<file path="src/rtl/seven_segment_scanner_pkg.sv">
// Shared glyph codes and the 16-entry segment table for the seven-segment scanner.
// Segment vectors are {g,f,e,d,c,b,a}, 1 = lit.
package seven_segment_scanner_pkg;

  typedef logic [3:0] glyph_t;
  typedef logic [6:0] seg_t;

  localparam glyph_t GLYPH_DASH  = 4'hA;
  localparam glyph_t GLYPH_BLANK = 4'hF;

  // Packed table, index 15 at the MSB end: B="H", C="L", D="P", E="E".
  localparam logic [15:0][6:0] SEG_TABLE = {
    7'h00,  // F blank
    7'h79,  // E
    7'h73,  // D
    7'h38,  // C
    7'h76,  // B
    7'h40,  // A dash
    7'h6F,  // 9
    7'h7F,  // 8
    7'h07,  // 7
    7'h7D,  // 6
    7'h6D,  // 5
    7'h66,  // 4
    7'h4F,  // 3
    7'h5B,  // 2
    7'h06,  // 1
    7'h3F   // 0
  };

endpackage

</file>
<file path="src/rtl/seven_segment_scanner_if.sv">
// Control/display bundle between the BCD logic (master) and the scanner (slave).
// Display pin outputs are driven by the slave side.
interface seven_segment_scanner_if
  import seven_segment_scanner_pkg::*;
#(
  parameter int N_DIGITS = 12,
  parameter int BR_W     = 3
);
  logic                  en;
  logic                  load;
  logic [4*N_DIGITS-1:0] digits;
  logic [N_DIGITS-1:0]   dp_mask;
  logic [N_DIGITS-1:0]   blink_mask;
  logic                  blank_lz;
  logic [BR_W-1:0]       brightness;
  seg_t                  seg;
  logic                  dp;
  logic [N_DIGITS-1:0]   anode;
  logic                  frame_start;
  logic                  load_ack;

  modport master (
    output en, load, digits, dp_mask, blink_mask, blank_lz, brightness,
    input  seg, dp, anode, frame_start, load_ack
  );

  modport slave (
    input  en, load, digits, dp_mask, blink_mask, blank_lz, brightness,
    output seg, dp, anode, frame_start, load_ack
  );
endinterface

</file>
<file path="src/rtl/seg7_glyph_rom.sv">
// Combinational glyph-code to segment lookup from the shared table.
module seg7_glyph_rom
  import seven_segment_scanner_pkg::*;
(
  input  glyph_t i_code,
  output seg_t   o_seg
);
  assign o_seg = SEG_TABLE[i_code];
endmodule

</file>
<file path="src/rtl/seven_segment_scanner.sv">
// Time-multiplexed N-digit scanner: double-buffered value committed at frame wrap,
// leading-zero blanking, blink, decimal points and PWM; outputs registered one cycle.
module seven_segment_scanner
  import seven_segment_scanner_pkg::*;
#(
  parameter int N_DIGITS   = 12,
  parameter int DIV_LOG2   = 17,
  parameter int BR_W       = 3,
  parameter int BLINK_LOG2 = 5
) (
  input  logic                   i_clk,
  input  logic                   i_rst,
  seven_segment_scanner_if.slave bus
);

  localparam int IDX_W = (N_DIGITS > 1) ? $clog2(N_DIGITS) : 1;

  logic [DIV_LOG2-1:0]   r_cnt;
  logic [IDX_W-1:0]      r_idx;
  logic [BLINK_LOG2-1:0] r_blink_cnt;
  logic                  r_blink_phase;

  logic [4*N_DIGITS-1:0] r_shadow_digits;
  logic [N_DIGITS-1:0]   r_shadow_dp;
  logic [N_DIGITS-1:0]   r_shadow_blink;
  logic [4*N_DIGITS-1:0] r_active_digits;
  logic [N_DIGITS-1:0]   r_active_dp;
  logic [N_DIGITS-1:0]   r_active_blink;
  logic                  r_pending;

  seg_t                  r_seg;
  logic                  r_dp;
  logic [N_DIGITS-1:0]   r_anode;
  logic                  r_frame_start;
  logic                  r_load_ack;

  logic                  w_tick;
  logic                  w_frame_end;
  logic                  w_commit;
  logic [N_DIGITS-1:0]   w_lz_mask;
  glyph_t                w_code;
  logic                  w_dp;
  seg_t                  w_seg;
  logic                  w_pwm_on;

  assign w_tick      = &r_cnt;
  assign w_frame_end = w_tick && (r_idx == IDX_W'(N_DIGITS - 1));
  assign w_commit    = w_frame_end && r_pending;
  assign w_pwm_on    = (r_cnt[DIV_LOG2-1 -: BR_W] <= bus.brightness);

  always_ff @(posedge i_clk) begin : scan_counters
    if (i_rst) begin
      r_cnt         <= '0;
      r_idx         <= '0;
      r_blink_cnt   <= '0;
      r_blink_phase <= 1'b0;
    end else begin
      r_cnt <= r_cnt + DIV_LOG2'(1);
      if (w_tick) begin
        r_idx <= w_frame_end ? '0 : r_idx + IDX_W'(1);
      end
      if (w_frame_end) begin
        r_blink_cnt <= r_blink_cnt + BLINK_LOG2'(1);
        if (&r_blink_cnt) begin
          r_blink_phase <= ~r_blink_phase;
        end
      end
    end
  end

  // Commit copies the shadow as it was before this edge; a coincident load refills the shadow.
  always_ff @(posedge i_clk) begin : double_buffer
    if (i_rst) begin
      r_shadow_digits <= {N_DIGITS{GLYPH_BLANK}};
      r_shadow_dp     <= '0;
      r_shadow_blink  <= '0;
      r_active_digits <= {N_DIGITS{GLYPH_BLANK}};
      r_active_dp     <= '0;
      r_active_blink  <= '0;
      r_pending       <= 1'b0;
    end else begin
      if (w_commit) begin
        r_active_digits <= r_shadow_digits;
        r_active_dp     <= r_shadow_dp;
        r_active_blink  <= r_shadow_blink;
      end
      if (bus.load) begin
        r_shadow_digits <= bus.digits;
        r_shadow_dp     <= bus.dp_mask;
        r_shadow_blink  <= bus.blink_mask;
        r_pending       <= 1'b1;
      end else if (w_commit) begin
        r_pending       <= 1'b0;
      end
    end
  end

  // Digit i is a leading zero when it and every more-significant digit hold code 0.
  always_comb begin : lz_scan
    logic v_run;
    v_run     = 1'b1;
    w_lz_mask = '0;
    for (int i = N_DIGITS - 1; i > 0; i--) begin
      v_run        = v_run && (r_active_digits[4*i +: 4] == 4'h0);
      w_lz_mask[i] = v_run;
    end
  end

  always_comb begin : glyph_select
    w_code = r_active_digits[4*r_idx +: 4];
    w_dp   = r_active_dp[r_idx];
    if (!bus.en) begin
      w_code = GLYPH_DASH;
      w_dp   = 1'b0;
    end else if (r_active_blink[r_idx] && r_blink_phase) begin
      w_code = GLYPH_BLANK;
      w_dp   = 1'b0;
    end else if (bus.blank_lz && w_lz_mask[r_idx]) begin
      w_code = GLYPH_BLANK;
    end
  end

  seg7_glyph_rom u_glyph_rom (
    .i_code (w_code),
    .o_seg  (w_seg)
  );

  always_ff @(posedge i_clk) begin : output_regs
    if (i_rst) begin
      r_seg         <= '0;
      r_dp          <= 1'b0;
      r_anode       <= '0;
      r_frame_start <= 1'b0;
      r_load_ack    <= 1'b0;
    end else begin
      r_seg         <= w_seg;
      r_dp          <= w_dp;
      r_anode       <= w_pwm_on ? (N_DIGITS'(1) << r_idx) : '0;
      r_frame_start <= (r_idx == '0) && (r_cnt == '0);
      r_load_ack    <= w_commit;
    end
  end

  assign bus.seg         = r_seg;
  assign bus.dp          = r_dp;
  assign bus.anode       = r_anode;
  assign bus.frame_start = r_frame_start;
  assign bus.load_ack    = r_load_ack;

endmodule

</file>
<file path="src/flat_wrapper.sv">
// flat-port wrapper written by rule: the top's interface ports become plain ports
module seven_segment_scanner_flat import seven_segment_scanner_pkg::*;
#(
  parameter int N_DIGITS   = 12,
  parameter int DIV_LOG2   = 17,
  parameter int BR_W       = 3,
  parameter int BLINK_LOG2 = 5
)
  (i_clk, i_rst, bus_en, bus_load, bus_digits, bus_dp_mask, bus_blink_mask, bus_blank_lz, bus_brightness, bus_seg, bus_dp, bus_anode, bus_frame_start, bus_load_ack);
  seven_segment_scanner_if #(.N_DIGITS(N_DIGITS), .BR_W(BR_W)) bus_i ();
  input  logic i_clk;
  input  logic i_rst;
  input wire logic [$bits(bus_i.en)-1:0] bus_en;
  input wire logic [$bits(bus_i.load)-1:0] bus_load;
  input wire logic [$bits(bus_i.digits)-1:0] bus_digits;
  input wire logic [$bits(bus_i.dp_mask)-1:0] bus_dp_mask;
  input wire logic [$bits(bus_i.blink_mask)-1:0] bus_blink_mask;
  input wire logic [$bits(bus_i.blank_lz)-1:0] bus_blank_lz;
  input wire logic [$bits(bus_i.brightness)-1:0] bus_brightness;
  output wire logic [$bits(bus_i.seg)-1:0] bus_seg;
  output wire logic [$bits(bus_i.dp)-1:0] bus_dp;
  output wire logic [$bits(bus_i.anode)-1:0] bus_anode;
  output wire logic [$bits(bus_i.frame_start)-1:0] bus_frame_start;
  output wire logic [$bits(bus_i.load_ack)-1:0] bus_load_ack;
  assign bus_i.en = bus_en;
  assign bus_i.load = bus_load;
  assign bus_i.digits = bus_digits;
  assign bus_i.dp_mask = bus_dp_mask;
  assign bus_i.blink_mask = bus_blink_mask;
  assign bus_i.blank_lz = bus_blank_lz;
  assign bus_i.brightness = bus_brightness;
  assign bus_seg = bus_i.seg;
  assign bus_dp = bus_i.dp;
  assign bus_anode = bus_i.anode;
  assign bus_frame_start = bus_i.frame_start;
  assign bus_load_ack = bus_i.load_ack;
  seven_segment_scanner #(.N_DIGITS(N_DIGITS), .DIV_LOG2(DIV_LOG2), .BR_W(BR_W), .BLINK_LOG2(BLINK_LOG2)) u_core (.i_clk(i_clk), .i_rst(i_rst), .bus(bus_i));
endmodule
</file>
<file path="config.mk">
export PLATFORM = sky130hd
export DESIGN_NAME = seven_segment_scanner_flat
export DESIGN_NICKNAME = d
export VERILOG_FILES = /design/src/rtl/seven_segment_scanner_pkg.sv /design/src/rtl/seven_segment_scanner_if.sv /design/src/rtl/seg7_glyph_rom.sv /design/src/rtl/seven_segment_scanner.sv /design/src/flat_wrapper.sv
export SDC_FILE = /design/constraint.sdc
export NUM_CORES = 1
export LEC_CHECK = 0
export ABC_AREA = 1
export ABC_CLOCK_PERIOD_IN_PS = 7300
export CORE_ASPECT_RATIO = 1.75
export CORE_UTILIZATION = 60
export DETAILED_ROUTE_END_ITERATION = 8
export GPL_TIMING_DRIVEN = 0
export PLACE_DENSITY_LB_ADDON = 0.12
export RECOVER_POWER = 100
export SLEW_MARGIN = 20
export SYNTH_ARGS = -nofsm -noshare
export SYNTH_HDL_FRONTEND = slang
export SYNTH_HIERARCHICAL = 1
export SYNTH_SLANG_ARGS = --single-unit
</file>
<file path="constraint.sdc">
create_clock -name i_clk -period 7.3 [get_ports i_clk]
set_input_delay 2.19 -clock i_clk [delete_from_list [all_inputs] [get_ports i_clk]]
set_output_delay 2.19 -clock i_clk [all_outputs]
set_load 0.1 [all_outputs]
</file>
==> results.md, run 1 <==
* YS warnings at 6
* Initial antenna violation count at 0
* Core ar. at approximately 13,000 sq um
* Drt first-iter violations at ~520
* Hold_sp: u_core/r_blink_cnt[4]
* Largest net degree at the start of global routing at 18
* Synthesized cell area at a little over 8000 sq um
* Slew headroom at 0.326
* Cell family with most CP delay: simple AND/OR/NAND/NOR gates
* Die width at roughly 90 microns
* ANT cells at 0
* Die height at 157 microns
* Clock Sinks at 194
* Htree depth at 4
* # IOs at between 100 and 150
* # setup viols final at 0
* Final setup margin at 3.08 ns
* Cts hold-fix bufs at 0
* DR pass1 iterations at 6
* Sequential share of the synthesized area at 0.474
* Worst hold path class: reg2reg
* Antenna viol nets, final at 0
* Die area at 14,100 sq um
* CTS tree: built
* Final std cells w/o fill at between 1k and 1.5k
* IO Port Bufs at between 90 and 100
* WP data required at approximately 7.6 ns
* Setup tns final at 0 ns
* Post-layout util at 0.741
* Setup repair after global routing missed its margin: no
* FP Rows at between 50 and 60
* Worst path cell trace: ha_1 > nand2_1 > inv_1 > nand2_1 > nor2_1 > nand3_1 > nor3_1 > nand3_1 > nor3_1 > ha_1 > nand3_1 > nor2_1 > clkbuf_1 > clkbuf_1 > o211ai_1
* CP max-delay cell: clkbuf_1
* Mapped Nets at 1,227
* Worst Hold End: u_core/r_blink_cnt[4]
* Global-route total usage across every layer at 0.317
* Pleak at 0.00440 uW
* Worst skew pair latency at between 0.4 and 0.5 ns
* Crit-path max FO at 10
* Buf/Inv on CP at 3
* Hold path depth at 2
* Worst Setup Path Type: reg2reg
* FMAX at 237 MHz
* Startpoint Class: flop
* GR Util met2 at 0.612
* Synth area leader: dfxtp_1
* Routed WL at 21.5 mm
* Final Critical Period at 4.22 ns
* Via count at 7,850
* Worst slew pin tran at about 1.0 ns
* CTS resizes at 0
* Area grow syn2layout at 20.9%
* Cell mode on critical path: nand3_1
* GP Congestion at 0.974
* NumNets Final at roughly 1.3k
* Synth top area cells: dfxtp_1, nand2_1, nand3_1, nor2_1, o21ai_0
* Max-slew violation count at 0
* Outcome: complete, no violations
* Vias in the first global route at about 7.8k
* CP arrival at approximately 4.5 ns
* Yosys top cell area share at 0.474
* R2R Setup Slk at 3.08 ns
* Worst VDD drop at between 0.15 and 0.2 mV
* Final period utilization at 0.577
* Post-Place Cells at around 1.4k
* Power density cells at 220 nW/um^2
* Max-cap violations at 0
* Post-CTS setup-driven buffer insertion count at 0
* First-pass GRT wire length at between 30 and 40 mm
* Max clock buf depth at 2
* Initial Utilization at 0.612
* Pre-CTS setup slack at just under 3 ns
* CP Capture Type: flop
* DR vias/cell at 5.48
* Final Hold Fails at 0
* Root Buffer: clkbuf_16
* Met3 Use GR at 0.0442
* Reg2reg end: u_core/r_active_digits[6]
* Fillers at 1,114
* Syn Area/Cell at 7.27 sq um
* Share of cells above drive strength 1 at 0.0413
* DR WL/cell at ~15 microns
* Overall power at 2180 uW
* R2r startpoint: u_core/r_cnt[0]
* Number of remaining DRC errors at 0
* FF-to-FF path depth at 15
* Skew final at 0.0145 ns
* Yosys reg bits at around 190
* GR peak layer: met2
* Slowest stage delay, CP at roughly 0.54 ns
* DP Wirelength at 15.8 mm
* Met1 usage at 0.309
* GRT Residual Overflow at 0
* Multi-input gate area at roughly 3600 sq um
* Netlist cell types at 34
* Storage cell area at a little under 4000 sq um
* Clock transition at the registers of the reported paths at roughly 0.070 ns
* CTS Buf Count at 17
* Syn Inst Count at between 1k and 1.5k
## worst reg2reg max path, delay by kind of cell, from the launching register on
| kind | cells | cell delay, ns |
|---|---|---|
| adders and majority gates | 2 | 0.50 |
| AOI/OAI and AO/OA | 1 | 0.19 |
| buffers and inverters | 3 | 1.19 |
| and+or+nand+nor | 9 | 1.77 |
| DFF | 1 | 0.40 |
## layout make-up
cell class,count,area share
flip-flops and latches,194,0.392
inverters,91,0.0352
repair buffers,99,0.100
plain buffers,67,0.0289
multi-input cells,776,0.364
clock inverters,11,0.0119
well taps,174,0.0220
clock buffers,20,0.0461
## metrics by stage
stage / hold WS (ns) / cell area, sq um
after global routing: 0.474 / 9910
after CTS: 0.453 / 9980
after global placement: 0.432 / 9400
after floorplan: 0.414 / 8200
final: 0.451 / 9910
after detailed placement: 0.443 / 9400
## Yosys cell counts, drive strengths merged
cell      n
nor2    154
nand3b    3
inv      90
buf      22
nor3      9
o22ai     3
clkbuf   45
a31oi     1
ha       19
dfxtp   194
nand2   282
o21a      1
a21oi    49
a211oi    2
nor3b     1
nand4     6
o31ai     1
xor2      1
nor4      2
o21ai    89
nand3   128
clkinv    1
o211ai   25
## sequential cells by signal, summed over array words and instances (netlist names)
signal / count
u_core/r_blink_cnt: 5
u_core/r_shadow_blink: 12
u_core/r_idx: 4
u_core/r_active_dp: 12
u_core/r_active_blink: 12
u_core/r_blink_phase: 1
u_core/r_shadow_digits: 48
u_core/r_cnt: 17
u_core/bus.frame_start: 1
u_core/bus.load_ack: 1
u_core/bus.seg: 7
u_core/bus.dp: 1
u_core/bus.anode: 12
u_core/r_active_digits: 48
u_core/r_pending: 1
u_core/r_shadow_dp: 12
## report_power, final
part	leakage, uW	switching (uW)	internal [uW]
logic	0.00253	92.8	68.9
clock network	0.000282	411	497
registers	0.00159	17.4	1090
## kinds of logic (layout without fill, tap and decap cells)
group                    count (synthesis)  after routing  synth area share
AND/OR/NAND/NOR                        585            585             0.300
flip-flops                             194            194             0.474
AO/OA/AOI/OAI                          171            171             0.114
buffers and inverters                  158            288            0.0826
adder cells (fa/ha/maj)                 19             19            0.0290
XOR/XNOR                                 1              1           0.00107
## layer usage
| layer | wire length [microns] | share of wire | vias to the layer above |
|---|---|---|---|
| met4 | 1140 | 0.053 | 0 |
| met1 | 7950 | 0.37 | 3573 |
| li1 | - | - | 3876 |
| met3 | 919 | 0.043 | 94 |
| met2 | 11500 | 0.54 | 307 |
| met5 | 0 | 0 | - |
## placed cells by master (no fill, tap or decap), drive strengths merged, types with 3 or more instances in the layout
| cell type | synthesis | final |
|---|---|---|
| inv | 90 | 97 |
| dfxtp | 194 | 194 |
| nand4 | 6 | 6 |
| nor3 | 9 | 9 |
| o21ai | 89 | 89 |
| nor2 | 154 | 154 |
| ha | 19 | 19 |
| nand3b | 3 | 3 |
| clkdlybuf4s50 | 0 | 75 |
| clkinv | 1 | 3 |
| nand3 | 128 | 128 |
| buf | 22 | 13 |
| o211ai | 25 | 25 |
| o22ai | 3 | 3 |
| dlygate4sd3 | 0 | 24 |
| nand2 | 282 | 282 |
| a21oi | 49 | 49 |
| clkbuf | 45 | 74 |
## worst max path at each step
stage | end | start | depth (start not counted) | slack (ns)
floorplan | u_core/bus.seg[0] | bus_blank_lz | 10 | 3.81
global placement | u_core/bus.seg[0] | bus_blank_lz | 11 | 2.97
detailed placement | u_core/bus.seg[0] | bus_blank_lz | 11 | 2.96
CTS | bus_seg[6] | u_core/bus.seg[6] | 1 | 3.22
global route | u_core/r_active_digits[44] | u_core/r_cnt[0] | 16 | 2.88
finish | u_core/r_active_digits[6] | u_core/r_cnt[0] | 15 | 3.08
(Power assumes the default switching activity.)
==> inputs of run 2 (changes only) <==
ABC_CLOCK_PERIOD_IN_PS = 3600   (was 7300)
CORE_UTILIZATION = 50   (was 60)
clock period = 3.6 ns   (was 7.3 ns; I/O delays follow)
==> results.md, run 2 (synthesized netlist as in run 1, its figures left out) <==
* Worst hold path class: reg2reg
* DR vias/cell at 5.25
* Placed instance area at about 9400 sq um
* Final period utilization at 0.907
* Root Buffer: clkbuf_16
* Max-slew violation count at 0
* CTS tree: built
* Cts hold-fix bufs at 0
* Power density cells at 437 nW/um^2
* Skew final at roughly 0.011 ns
* CTS resizes at 0
* Via count at 7,598
* Worst Hold End: u_core/r_blink_cnt[4]
* Max clock buf depth at 2
* WP data required at slightly below 4 ns
* Seq pwr share at 0.517
* Final Cell Area at 9950 sq um
* Htree depth at 4
* NumNets Final at 1,345
* FP Rows at between 60 and 70
* Most common cell after layout, fill and taps aside: nand2_1
* GP Congestion at approximately 0.95
* First-pass GRT wire length at around 34 mm
* FMAX at just over 300 MHz
* Routed WL at roughly 21 mm
* Combinational power share at 0.075
* CP arrival at 3.57 ns
* Area grow syn2layout at 21.5%
* Slew headroom at 0.337
* Met3 Use GR at 0.0345
* Post-CTS setup-driven buffer insertion count at 0
* Top Registers: u_core/r_active_digits x48, u_core/r_shadow_digits x48, u_core/r_cnt x17
* Final Hold Fails at 0
* Setup repair after global routing missed its margin: no
* Post-layout util at 0.624
* Worst slew pin tran at around 1 ns
* Switching pwr at between 1000 and 1500 uW
* DP Wirelength at 16.0 mm
* GRT Residual Overflow at 0
* Clock transition at the registers of the reported paths at 0.07 ns
* Outcome: complete, no violations
* R2r startpoint: u_core/r_idx[0]
* IO Port Bufs at 99
* Hold_sp: u_core/r_blink_cnt[4]
* Antenna viol nets, final at 0
* Worst skew pair latency at ~0.43 ns
* Max-cap violations at 0
* CP Capture Type: flop
* Hold path depth at 2
* DR pass1 iterations at 5
* Largest net degree at the start of global routing at 19
* Crit-path max FO at 10
* Share of cells above drive strength 1 at 0.0485
* Fillers at roughly 1.5k
* Reg2reg end: u_core/bus.seg[4]
* # IOs at between 100 and 150
* Vias in the first global route at 7,291
* Clock power frac at 0.408
* Core ar. at approximately 16,000 sq um
* Setup tns final at 0 ns
* Worst Setup Path Type: reg2reg
* GR peak layer: met2
* DR WL/cell at roughly 15 microns
* Met1 usage at 0.261
* Die width at 98.8 microns
* Worst VDD drop at between 0.2 and 0.3 mV
* Commonest non-fill, non-tap cells in the layout: nand2_1, dfxtp_1, nor2_1
* Initial antenna violation count at 0
* Startpoint Class: flop
* Die height at ~170 microns
* Global-route total usage across every layer at 0.260
* # setup viols final at 0
* Pleak at ~0.0044 uW
* Final Critical Period at between 3 and 4 ns
* GR Util met2 at 0.504
* FF-to-FF path depth at 17
* ANT cells at 0
* Clock Sinks at between 150 and 200
* Number of remaining DRC errors at 0
* Drt first-iter violations at 376
* Initial Utilization at 0.514
* Sw Share at 0.250
* Die area at 16,900 sq um
* CTS Buf Count at 17
* Pint at between 3000 and 4000 uW
* R2R Setup Slk at between 0.3 and 0.4 ns
run 2: worst max-delay path by stage:
stage	startpoint	cells after the start	endpoint
6_report	u_core/r_idx[0]	17	u_core/bus.seg[4]
5_1_grt	u_core/r_cnt[0]	16	u_core/r_active_dp[1]
4_1_cts	u_core/r_idx[0]	17	u_core/bus.seg[4]
3_5_place_dp	bus_blank_lz	11	u_core/bus.seg[0]
3_3_place_gp	bus_blank_lz	11	u_core/bus.seg[0]
2_1_floorplan	u_core/r_cnt[0]	15	u_core/r_active_digits[35]
run 2: critical path, cell delays in order, from the launching register on:
cell and delay (ns):
dfxtp_1 0.42, clkbuf_1 0.23, clkbuf_1 0.52, o21ai_0 0.23, nand2_1 0.11, nand2_1 0.06
nand2_1 0.10, a21oi_1 0.07, a21oi_1 0.48, inv_1 0.20, ha_1 0.36, inv_1 0.05
nand2_1 0.07, nand2_1 0.05, nand2_1 0.06, nand2_1 0.05, inv_1 0.05, nor2_1 0.03
run 2: metal layers:
layer  vias up  wire length, microns
met1      3428                  7910
met5         -                     0
met4         0                   971
met2       209                 11500
li1       3889                     -
met3        72                   761
run 2: power groups by stage:
stage / Combinational [uW] / Sequential, uW / Clock [uW]
after CTS: 334 / 2250 / 1800
after global placement: 329 / 2300 / 0
after global routing: 364 / 2250 / 1890
after floorplan: 146 / 2330 / 0
final: 327 / 2250 / 1770
after detailed placement: 333 / 2300 / 0
run 2: area by class of cell:
class	count	area, sq um	area share
Inverter	91	349	0.0351
Multi-Input combinational cell	776	3630	0.365
Buffer	67	313	0.0314
Sequential cell	194	3880	0.390
Tap cell	189	236	0.0238
Clock inverter	14	123	0.0123
Clock buffer	18	429	0.0431
Timing Repair Buffer	99	991	0.0995
run 2: metrics by stage:
step	setup WS, ns	total power [uW]	hold slack [ns]	cells
6_report	0.335	4350	0.450	1448
5_1_grt	0.0370	4500	0.474	1448
4_1_cts	0.425	4380	0.450	1448
3_5_place_dp	0.323	2630	0.440	1416
3_3_place_gp	0.347	2620	0.430	1416
2_1_floorplan	1.13	2480	0.414	1128
==> inputs of run 3 (changes only) <==
ABC_AREA = not set   (was 1)
CTS_CLUSTER_DIAMETER = 40   (was not set)
==> results.md, run 3 <==
* Core ar. at 15,900 sq um
* Seq pwr share at 0.502
* Die width at between 90 and 100 microns
* Startpoint Class: input port
* Final Hold Fails at 0
* FMAX at slightly below 300 MHz
* Storage cell area at ~4000 sq um
* IO Port Bufs at approximately 100
* Skew final at 0.0138 ns
* Combinational power share at 0.076
* Cts hold-fix bufs at 0
* Largest net degree at the start of global routing at 22
* Global-route total usage across every layer at 0.233
* CP max-delay cell: clkdlybuf4s50_1
* CTS Buf Count at 17
* Most common cell after layout, fill and taps aside: dfxtp_1
* Number of remaining DRC errors at 6
* Die area at about 17,000 sq um
* Synthesized cell area at 8130 sq um
* Worst slew pin tran at around 0.99 ns
* Post-synthesis async set-or-reset flop share at 0
* Die height at 171 microns
* Crit-path max FO at 5
* CTS resizes at 0
* Clock power frac at 0.422
* ANT cells at 0
* Post-Place Cells at roughly 1.2k
* Routed WL at 18.8 mm
* Antenna viol nets, final at 0
* Area grow syn2layout at 22.5%
* Synth area leader: dfxtp_1
* Reg2reg end: u_core/bus.seg[3]
* Drt first-iter violations at 270
* NumNets Final at ~1.1k
* Yosys reg bits at ~190
* Final std cells w/o fill at ~1.2k
* Pre-CTS setup slack at -0.368 ns
* Initial antenna violation count at 0
* Share of cells above drive strength 1 at 0.0644
* Multi-input gate area at between 3000 and 4000 sq um
* Final period utilization at 0.938
* Hold path depth at 2
* Worst VDD drop at around 0.24 mV
* Mapped Nets at approximately 980
* Max-slew violation count at 0
* Syn Inst Count at 879
* R2r startpoint: u_core/r_idx[0]
* Slew headroom at 0.340
* R2R Setup Slk at around 0.39 ns
* Netlist cell types at 45
* Overall power at about 4500 uW
* Hold_sp: u_core/r_shadow_dp[1]
* Commonest non-fill, non-tap cells in the layout: dfxtp_1, nand2_1, clkdlybuf4s50_1
* YS warnings at 6
* Final Critical Period at roughly 3.4 ns
* Synth top cells by count: dfxtp_1, nand2_1, nor2_1, nor2b_1, a211o_1
* # IOs at a little over 100
* Worst skew pair latency at roughly 0.44 ns
* GP Congestion at roughly 0.89
* Post-synth EDFFs at 0
* Failing checks: DRC
* Power density cells at about 450 nW/um^2
* Outcome: complete, but fails checks
* Prevailing post-synth register cell: dfxtp_1
* Htree depth at 4
* Max-cap violations at 0
* First-pass GRT wire length at 30.5 mm
* GRT Residual Overflow at 0
* WP data required at 3.90 ns
* Fillers at roughly 1.4k
* Slowest stage delay, CP at about 0.5 ns
* Setup tns final at 0 ns
* FP Rows at ~60
* Yosys top cell area share at 0.478
* CP arrival at between 3 and 4 ns
* Pleak at 0.00403 uW
* DR vias/cell at approximately 5.4
* Top Registers: u_core/r_active_digits x48, u_core/r_shadow_digits x48, u_core/r_cnt x17
* Root Buffer: clkbuf_16
* Most frequent cell after synthesis: dfxtp_1
* Initial Utilization at 0.512
* CP Capture Type: flop
* Worst hold path class: reg2reg
* Final hold slack at about 0.45 ns
* DP Wirelength at around 14 mm
* Post-CTS setup-driven buffer insertion count at 0
* Via count at 6,446
* Worst path cell trace: clkdlybuf4s50_1 > and2_0 > o21ai_0 > nor4_1 > a21oi_2 > a41oi_4 > inv_1 > ha_1 > a211oi_1 > a31oi_1 > nor2b_1
* Clock transition at the registers of the reported paths at approximately 0.080 ns
* Vias in the first global route at ~6.4k
* FF-to-FF path depth at 12
* CTS tree: built
* Syn Area/Cell at between 9 and 10 sq um
* Final setup margin at between 0.2 and 0.25 ns
* Clock Sinks at 194
* Sw Share at 0.256
* Switching pwr at approximately 1100 uW
* Sequential share of the synthesized area at 0.478
* Pint at between 3000 and 4000 uW
* Worst Setup Path Type: in2reg
* DR WL/cell at approximately 16 microns
* DR pass1 iterations at 9
* Worst Hold End: u_core/r_active_dp[1]
* Max clock buf depth at 2
* # setup viols final at 0
* Synth top area cells: dfxtp_1, nand2_1, a211o_1, nor2b_1, mux2i_1
run 3: changes by cell type after synthesis, moves of 60 or more:
| cell | delta |
|---|---|
| nand2_1 | -110 |
| inv_1 | -67 |
| nand3_1 | -117 |
| nor2_1 | -90 |
| o21ai_0 | -66 |
| nor2b_1 | +60 |
run 3: area by class of cell:
| type | count | share of cell area |
|---|---|---|
| Multi-Input combinational cell | 605 | 0.391 |
| Sequential cell | 194 | 0.390 |
| Timing Repair Buffer | 99 | 0.0994 |
| Clock buffer | 17 | 0.0427 |
| Buffer | 61 | 0.0276 |
| Tap cell | 189 | 0.0237 |
| Clock inverter | 15 | 0.0188 |
| Inverter | 19 | 0.00716 |
run 3: cells by family (layout without fill, tap and decap cells):
group,count (synthesis),count (layout),share of synthesized area
and+or+nand+nor,402,402,0.246
DFF,194,194,0.478
AOI/OAI and AO/OA,116,116,0.100
buffers and inverters,80,211,0.0445
muxes,50,50,0.0836
adders and majority gates,19,19,0.0292
xor gates and xnor gates,18,18,0.0194
run 3: worst max-delay path, delay by kind of cell:
| family | cells | cell delay, ns |
|---|---|---|
| simple gates | 3 | 0.70 |
| buf+inv | 2 | 0.66 |
| compound gates | 5 | 0.86 |
| fa+ha+maj | 1 | 0.36 |
run 3: power groups by stage:
stage | clock (uW) | combinational, uW | sequential, uW
final | 1880 | 341 | 2240
after global routing | 2020 | 370 | 2250
after CTS | 1930 | 348 | 2240
after detailed placement | 0 | 346 | 2290
after global placement | 0 | 343 | 2290
after floorplan | 0 | 160 | 2320
run 3: layer usage:
| metal | global-route usage | vias to the layer above | part of all wire |
|---|---|---|---|
| met5 | 0 | - | 0 |
| met2 | 0.442 | 133 | 0.53 |
| met1 | 0.245 | 3009 | 0.40 |
| li1 | - | 3254 | - |
| met4 | 0.125 | 0 | 0.038 |
| met3 | 0.0359 | 50 | 0.031 |
run 3: worst max-delay path by stage:
stage | start | endpoint | slack (ns) | depth (start not counted)
floorplan | bus_blank_lz | u_core/bus.seg[3] | 0.61 | 10
global placement | bus_blank_lz | u_core/bus.seg[3] | -0.33 | 11
detailed placement | bus_blank_lz | u_core/bus.seg[3] | -0.37 | 11
CTS | bus_blank_lz | u_core/bus.seg[3] | 0.08 | 11
global route | bus_blank_lz | u_core/bus.seg[3] | -0.04 | 11
finish | bus_blank_lz | u_core/bus.seg[3] | 0.22 | 11
run 3: through the flow:
step,utilization,cell area (sq um)
CTS,0.628,9970
floorplan,-,8130
global placement,0.590,9360
detailed placement,0.590,9360
finish,0.628,9960
global route,0.628,9960
